===== config.mk =====
export PLATFORM = sky130hd
export DESIGN_NAME = mux_2to1_d
export DESIGN_NICKNAME = d
export VERILOG_FILES = /design/src/rtl/mux_2to1_d.sv
export SDC_FILE = /design/constraint.sdc
export NUM_CORES = 1
export LEC_CHECK = 0
export BUFFER_PORTS_ARGS = -buffer_cell sky130_fd_sc_hd__buf_2
export CORE_AREA = 3 3 40 42
export CTS_CLUSTER_SIZE = 10
export DETAILED_ROUTE_END_ITERATION = 8
export DIE_AREA = 0 0 43 45
export PLACE_DENSITY = 0.83
export SYNTH_ARGS = -nofsm -noshare
export SYNTH_HDL_FRONTEND = slang
export SYNTH_SLANG_ARGS = --single-unit

===== constraint.sdc =====
create_clock -name clk -period 1.8 [get_ports clk]
set_clock_uncertainty 0.15 [all_clocks]
set_input_delay 0.27 -clock clk [delete_from_list [all_inputs] [get_ports clk]]
set_output_delay 0.27 -clock clk [all_outputs]
set_load 0.03 [all_outputs]

===== src/rtl/mux_2to1_d.sv =====
// Parameterised 2-to-1 data multiplexer: zero-latency combinational result
// plus an enable-gated registered copy with a one-cycle valid strobe.
module mux_2to1_d #(
  parameter int width = 8
) (
  input  logic             clk,
  input  logic             rst,
  input  logic [width-1:0] a,
  input  logic [width-1:0] b,
  input  logic             sel,
  input  logic             en,
  output logic [width-1:0] c,
  output logic [width-1:0] c_q,
  output logic             c_q_valid
);

  logic [width-1:0] c_q_reg;
  logic             c_q_valid_reg;

  // An if/else is used so a non-binary sel falls through to a instead of
  // merging the operands bit by bit.
  always_comb begin
    c = a;
    if (sel == 1'b1) begin
      c = b;
    end
  end

  always_ff @(posedge clk) begin
    if (rst) begin
      c_q_reg       <= '0;
      c_q_valid_reg <= 1'b0;
    end else begin
      if (en) begin
        c_q_reg <= c;
      end
      c_q_valid_reg <= en;
    end
  end

  assign c_q       = c_q_reg;
  assign c_q_valid = c_q_valid_reg;

endmodule


# --- Word level (Yosys, flattened, before mapping) ---
# Index checks and enable logic that the tools add are counted.
# Widths: inputs -> output; s select.
totals:
  in_bits: 20
  regBits: 9
  elab_cells: 3
classes:
  mux: 1
ops:
  columns: ["cell", "count"]
  rows:
  - ["$mux 8", 1]

# --- Logic depth before layout (Yosys ltp) ---
# Gate-level depths: netlist (run 1).
logic_depth:
  depth_word: 1
  mapped_depth: 3

# --- Worst setup path before layout (run 1) ---
# No wires, ideal clock.
synth_path:
  kind: "in2reg"
  start: "input port sel"
  end: "register c_q_reg[0], in the netlist c_q[0]"
  stages: 3
  arrival_ps: 926
  path_slack_ps: 609
  required_ps: 1535
  path_cell_list: "buf_6 mux2_4 o21a_1"
synth_between:
  elab_chain_cells: 1
synth_rtl:
  columns: ["item", "line", "text"]
  rows:
  - ["from (decl)", "10", "input logic sel,"]
  - ["$mux 8", "24", "if (sel == 1'b1) begin"]
  - ["named net c[0]", "12", "output logic [width-1:0] c,"]
  - ["to (signal assigned)", "31", "c_q_reg <= '0;"]
  - ["to (signal assigned)", "35", "c_q_reg <= c;"]
  - ["to (decl)", "17", "logic [width-1:0] c_q_reg;"]
# The timed path passes the listed nets, and every way through them passes these cells.
# A chain may end at the register's enable or synchronous reset.

# --- Worst setup path after layout (run 1) ---
layout_path:
  start: "input port sel"
  end: "output port c[4]"
layout_between:
  elab_chain_cells: 1
layout_rtl:
  columns: ["item", "line"]
  rows:
  - ["$mux 8", "24"]
  - ["to (decl)", "12"]
# Every way passes these cells.

==> results.sh, run 1 <==
export IMPL_syn_cell_area_um2=464.2
export IMPL_cts_htree_levels=1
export IMPL_rows=13
export IMPL_grt_first_pass_wirelength_mm=1.697
export IMPL_avgViaCountPerCell=4.500
export IMPL_cts_buffer_depth=2
export IMPL_timing_critical_path_fanout_max=8
export IMPL_post_route_period_util_pct=80.96
export IMPL_cp_data_required_time_ps=1380
export IMPL_rrSetupSlack_ps=950
export IMPL_drtAntennaViolNets=0
export IMPL_grt_overflow_total=0
export IMPL_power_static_leakage_nw=0.3507
export IMPL_clock_insertion_delay_worst_skew_ps=250
export IMPL_top_level_ports=37
export IMPL_finalWirelength_mm=1.035
export IMPL_post_route_cell_area_um2=673.1
export IMPL_antenna_cells=0
export IMPL_number_of_sinks_on_the_clock_net=9
export IMPL_tritoncts="built"
export IMPL_cts_setup_buffers=0
export IMPL_report_final_hold_viol_count=0
export IMPL_fill_cells=131
export IMPL_critPathTopFamily="buffers and inverters"
export IMPL_horizontal_extent_of_the_die_um=43
export IMPL_placement_io_buffers=36
export IMPL_synth_yosys_seq_area_share_pct=38.81
export IMPL_ys_seq_elements=9
export IMPL_drc_errors=0
export IMPL_outcome="finished clean"
export IMPL_critical_path_top_cell_by_count="sky130_fd_sc_hd__buf_2"
export IMPL_fmax_mhz=686.2
export IMPL_placed_area_um2=646.9
export IMPL_grt_antenna_before_repair=0
export IMPL_tns_ps=0
export IMPL_globalRouteTotalUtil_pct=11.76
export IMPL_avgRoutedWirePerCell_um=11.50
export IMPL_critical_path_cell_chain="buf_2 -> mux2_4 -> buf_2"
export IMPL_critPathKind="input pin to primary output"
export IMPL_timing_critical_path_arrival_ps=1040
export IMPL_largest_register_ffs=8
export IMPL_floorplan_initialDensity_pct=36.12
export IMPL_syn_inst_count=37
export IMPL_gpl_final_weighted_congestion=0.7154
export IMPL_unrepaired_setup_endpoints_after_global_routing="false"
export IMPL_core_area_um2=1285
export IMPL_shortest_clock_period_the_worst_path_allows_after_layout_ps=1457
export IMPL_synth_cell_type_count=8
export IMPL_max_slew_margin_rel_pct=82.19
export IMPL_timing_critical_path_buf_inv=2
export IMPL_post_cts_sizing_count=0
export IMPL_die_area_um2=1935
export IMPL_startpoint_type="input pin"
export IMPL_finalMaxSlewViolations=0
export IMPL_net_count_synth=57
export IMPL_fin_nets=96
export IMPL_slowest_stage_delay_on_critical_path_ps=340
export IMPL_area_growth_synth_to_final_pct=45.01
export IMPL_worst_slew_pin_transition_ps=267.2
export IMPL_detailedRoute_firstPassIterationCount=1
export IMPL_cts_hold_repair_buffers=0
export IMPL_initialDrtViolationCount=0
export IMPL_via_count_of_the_first_global_routing_pass=391
export IMPL_holdCritPathClass="input pin to flip-flop"
export IMPL_endpoint_kind="primary output"
export IMPL_count_of_yosys_warnings_during_synthesis=0
export IMPL_critPathSlowestCell="sky130_fd_sc_hd__mux2_4"
export IMPL_power_density_nw_per_um2=806.1
export IMPL_drive_above_1_share_pct=73.33
export IMPL_numCtsBuffers=3
export IMPL_drv_max_cap_violation_count=0
export IMPL_root_driver="sky130_fd_sc_hd__clkbuf_4"
export IMPL_grt_max_degree=10
export IMPL_post_dp_hpwl_um=808.8
export IMPL_syn_avg_cell_area_um2=12.55
export IMPL_vdd_ir_drop_worst_mv=0.3695
export IMPL_die_h_um=45
export IMPL_clkTransAtPathRegs_ps=60
export IMPL_via_count=405
export IMPL_final_setup_viol_count=0
## metal layers
| metal | GRT usage [%] | part of all wire (%) |
|---|---|---|
| met1 | 15.01 | 42 |
| met2 | 16.47 | 44 |
| met3 | 4.781 | 13 |
| met4 | 7.229 | 0.48 |
| met5 | 0 | 0 |
## synthesized netlist by cell type
| cell | instances | area (um2) |
|---|---|---|
| sky130_fd_sc_hd__buf_2 | 1 | 5.000 |
| sky130_fd_sc_hd__buf_6 | 1 | 11.26 |
| sky130_fd_sc_hd__clkinv_1 | 1 | 3.750 |
| sky130_fd_sc_hd__dfxtp_1 | 9 | 180.2 |
| sky130_fd_sc_hd__mux2_4 | 8 | 120.1 |
| sky130_fd_sc_hd__nor2_1 | 1 | 3.750 |
| sky130_fd_sc_hd__o21a_1 | 8 | 60.06 |
| sky130_fd_sc_hd__o21ba_2 | 8 | 80.08 |
## cells in the final DEF (no fill, tap or decap)
| cell | synthesis | layout |
|---|---|---|
| sky130_fd_sc_hd__clkbuf_1 | 0 | 1 |
| sky130_fd_sc_hd__clkbuf_4 | 0 | 3 |
| sky130_fd_sc_hd__mux2_4 | 8 | 8 |
| sky130_fd_sc_hd__dfxtp_1 | 9 | 9 |
| sky130_fd_sc_hd__nor2_1 | 1 | 1 |
| sky130_fd_sc_hd__clkinv_1 | 1 | 1 |
| sky130_fd_sc_hd__o21ba_2 | 8 | 8 |
| sky130_fd_sc_hd__buf_2 | 1 | 36 |
| sky130_fd_sc_hd__o21a_1 | 8 | 8 |
## layout make-up
class	instances	area, um2	area share, %
Tap cell	15	18.77	2.788
Clock buffer	4	26.28	3.903
Timing Repair Buffer	36	180.2	26.77
Sequential cell	9	180.2	26.77
Inverter	1	3.754	0.5576
Multi-Input combinational cell	25	264.0	39.22
## per-stage QoR
stage / cells / total power [mW] / util, % / setup WS (ps) / hold WS [ps]
after global placement: 86 / 0.3954 / 50.34 / 338.7 / 381.9
after global routing: 90 / 0.5780 / 52.39 / 300.2 / 113.9
after CTS: 90 / 0.5557 / 52.39 / 328.9 / 111.3
after detailed placement: 86 / 0.3980 / 50.34 / 327.6 / 383.2
final: 90 / 0.5427 / 52.39 / 342.6 / 115.2
after floorplan: 37 / 0.3474 / - / 609.1 / 186.7
## path summary, 6_finish.rpt
check	startpoint	end	cells past startpoint
max	sel	c[4]	3
min	rst	c_q_valid	2
max reg2reg	c_q[6]	c_q[6]	2
min reg2reg	c_q[1]	c_q[1]	2
## report_power, final
group / switching [mW] / internal (mW)
Sequential: 0.00577 / 0.214
Clock: 0.0661 / 0.0852
Combinational: 0.0969 / 0.0750
## cells by family (layout without fill, tap and decap cells)
logic type      count (synthesis)  in the layout  share of synthesized area (%)
mux                             8              8                          25.88
compound gates                 16             16                          30.19
simple gates                    1              1                         0.8078
flops                           9              9                          38.81
buf+inv                         3             41                          4.311
No activity file was read; power rests on OpenSTA's default activity.
==> run 2: changes to the inputs <==
Settings changed: ABC_AREA set to 1, CORE_AREA 3 3 40 42 to not set, CORE_MARGIN set to 3, CORE_UTILIZATION set to 38, DIE_AREA 0 0 43 45 to not set, PLACE_DENSITY 0.83 to 0.86.
Clock period 1.8 ns to 1.5 ns, I/O delays scaled along.
==> results.sh, run 2 <==
export IMPL_die_area_um2=1827
export IMPL_fmax_mhz=826.4
export IMPL_number_of_sinks_on_the_clock_net=9
export IMPL_regToRegStartpoint="c_q[6]"
export IMPL_synth_async_reset_ratio_pct=0
export IMPL_outcome="finished clean"
export IMPL_cts_buffer_depth=2
export IMPL_fill_cells=115
export IMPL_critPathTopFamily="flip-flops"
export IMPL_power_density_nw_per_um2=965.2
export IMPL_synth_cell_type_count=12
export IMPL_root_driver="sky130_fd_sc_hd__clkbuf_4"
export IMPL_via_count_of_the_first_global_routing_pass=495
export IMPL_yosysTopAreaCell="sky130_fd_sc_hd__dfxtp_1"
export IMPL_grt_antenna_before_repair=0
export IMPL_startpoint="c_q[6]"
export IMPL_timing_critical_path_fanout_max=2
export IMPL_timing_critical_path_buf_inv=1
export IMPL_initialDrtViolationCount=7
export IMPL_cts_htree_levels=1
export IMPL_fin_nets=137
export IMPL_tritoncts="built"
export IMPL_drv_max_cap_violation_count=0
export IMPL_p_switching_mw=0.2300
export IMPL_grt_first_pass_wirelength_mm=2.063
export IMPL_area_growth_synth_to_final_pct=32.20
export IMPL_finalWirelength_mm=1.246
export IMPL_yosys_most_used_dff="sky130_fd_sc_hd__dfxtp_1"
export IMPL_tns_ps=0
export IMPL_post_dp_hpwl_um=936.6
export IMPL_placement_io_buffers=36
export IMPL_critPathKind="flip-flop to primary output"
export IMPL_cp_data_required_time_ps=1120
export IMPL_critPathSlowestCell="sky130_fd_sc_hd__dfxtp_1"
export IMPL_globalRouteTotalUtil_pct=14.71
export IMPL_endpoint_kind="primary output"
export IMPL_shortest_clock_period_the_worst_path_allows_after_layout_ps=1210
export IMPL_horizontal_extent_of_the_die_um=42.74
export IMPL_synth_yosys_seq_area_share_pct=35.12
export IMPL_power_share_combinational_pct=30.8
export IMPL_timing_critical_path_arrival_ps=840
export IMPL_grt_max_degree=18
export IMPL_report_final_hold_viol_count=0
export IMPL_intPower_mw=0.4245
export IMPL_power_sequential_fraction_pct=40.5
export IMPL_sw_frac_of_total_pct=35.14
export IMPL_clock_power_share_pct=28.7
export IMPL_worst_slew_pin_transition_ps=336.5
export IMPL_avgRoutedWirePerCell_um=9.585
export IMPL_avgViaCountPerCell=4.415
export IMPL_layout_cells_most_common="sky130_fd_sc_hd__buf_2"
export IMPL_synth_edff_count=0
export IMPL_detailedRoute_firstPassIterationCount=4
export IMPL_antenna_cells=0
export IMPL_final_setup_viol_count=0
export IMPL_top_level_ports=37
export IMPL_syn_avg_cell_area_um2=6.412
export IMPL_leading_post_synthesis_cells_by_instance_count="sky130_fd_sc_hd__nand2_1 (32), sky130_fd_sc_hd__nor2_1 (15), sky130_fd_sc_hd__dfxtp_1 (9), sky130_fd_sc_hd__inv_1 (8), sky130_fd_sc_hd__nand3_1 (8)"
export IMPL_finalMaxSlewViolations=0
export IMPL_vdd_ir_drop_worst_mv=0.6562
export IMPL_final_cell_mix="sky130_fd_sc_hd__buf_2 (36), sky130_fd_sc_hd__nand2_1 (32), sky130_fd_sc_hd__nor2_1 (15)"
export IMPL_unrepaired_setup_endpoints_after_global_routing="false"
export IMPL_drtAntennaViolNets=0
export IMPL_finalHoldWorstSlack_ps=112.6
export IMPL_max_slew_margin_rel_pct=77.57
export IMPL_post_cts_sizing_count=0
export IMPL_power_static_leakage_nw=0.4519
export IMPL_multiInputGateArea_um2=234.0
export IMPL_floorplan_initialDensity_pct=43.25
export IMPL_via_count=574
export IMPL_timing_hold_worst_start="rst"
export IMPL_yosysMostFrequentCell="sky130_fd_sc_hd__nand2_1"
export IMPL_gpl_final_weighted_congestion=0.6976
export IMPL_syn_inst_count=80
export IMPL_clkTransAtPathRegs_ps=60
export IMPL_rows=12
export IMPL_largest_register_ffs=8
export IMPL_slowest_stage_delay_on_critical_path_ps=360
export IMPL_numCtsBuffers=3
export IMPL_startpoint_type="flip-flop"
export IMPL_grt_overflow_total=0
export IMPL_drc_errors=0
export IMPL_syn_cell_area_um2=513.0
export IMPL_clock_insertion_delay_worst_skew_ps=260
export IMPL_ys_seq_elements=9
export IMPL_cts_setup_buffers=0
export IMPL_holdCritPathClass="input pin to flip-flop"
export IMPL_post_route_period_util_pct=80.67
export IMPL_yosys_area_top_type_share_pct=35.12
export IMPL_net_count_synth=100
export IMPL_critical_path_cell_chain="buf_2"
export IMPL_core_area_um2=1186
export IMPL_drive_above_1_share_pct=37.07
export IMPL_regArea_um2=180.2
export IMPL_cts_hold_repair_buffers=0
export IMPL_die_h_um=42.74
export IMPL_top_cells_by_area_synth="sky130_fd_sc_hd__dfxtp_1 (35%), sky130_fd_sc_hd__nand2_1 (23%), sky130_fd_sc_hd__nor2_1 (11%), sky130_fd_sc_hd__buf_12 (7.8%), sky130_fd_sc_hd__nand3_1 (7.8%)"
export IMPL_count_of_yosys_warnings_during_synthesis=0
## run 2: layer usage
metal	GRT usage (%)	part of all wire [%]	up-vias
li1	-	-	310
met1	16.46	41	236
met2	24.25	47	26
met3	7.627	11	2
met4	3.727	0.48	0
met5	0	0	-
## run 2: final cells by class
type	instances	share of cell area, %
Clock buffer	4	3.875
Inverter	10	5.904
Multi-Input combinational cell	57	34.50
Sequential cell	9	26.57
Tap cell	14	2.583
Timing Repair Buffer	36	26.57
## run 2: worst paths after layout
check,end,slack (ps),depth (start not counted)
worst max-delay path,c_q[6],290,1
worst min-delay path,c_q_valid,110,2
worst max register to register,c_q[6],700,4
worst min register to register,c_q[4],400,4
## run 2: kinds of logic after synthesis
kind of cell,after synthesis,synth area share (%)
buffers and inverters,14,19.27
flip-flops,9,35.12
AND/OR/NAND/NOR,57,45.61
## run 2: stage by stage
step | std cells | area [um2] | worst slack, ps | util [%] | power [mW]
after floorplan | 80 | 513.0 | 406.6 | - | 0.4211
after global placement | 126 | 651.9 | 318.7 | 54.96 | 0.4695
after detailed placement | 126 | 651.9 | 299.0 | 54.96 | 0.4715
after CTS | 130 | 678.2 | 277.9 | 57.17 | 0.6636
after global routing | 130 | 678.2 | 226.3 | 57.17 | 0.7022
final | 130 | 678.2 | 290.0 | 57.17 | 0.6545
## run 2: power groups by stage
stage | registers (mW) | logic, mW | clock network (mW)
2_1_floorplan | 0.304 | 0.117 | 0
3_3_place_gp | 0.269 | 0.200 | 0
3_5_place_dp | 0.270 | 0.202 | 0
4_1_cts | 0.265 | 0.203 | 0.196
5_1_grt | 0.267 | 0.221 | 0.214
6_report | 0.265 | 0.202 | 0.188
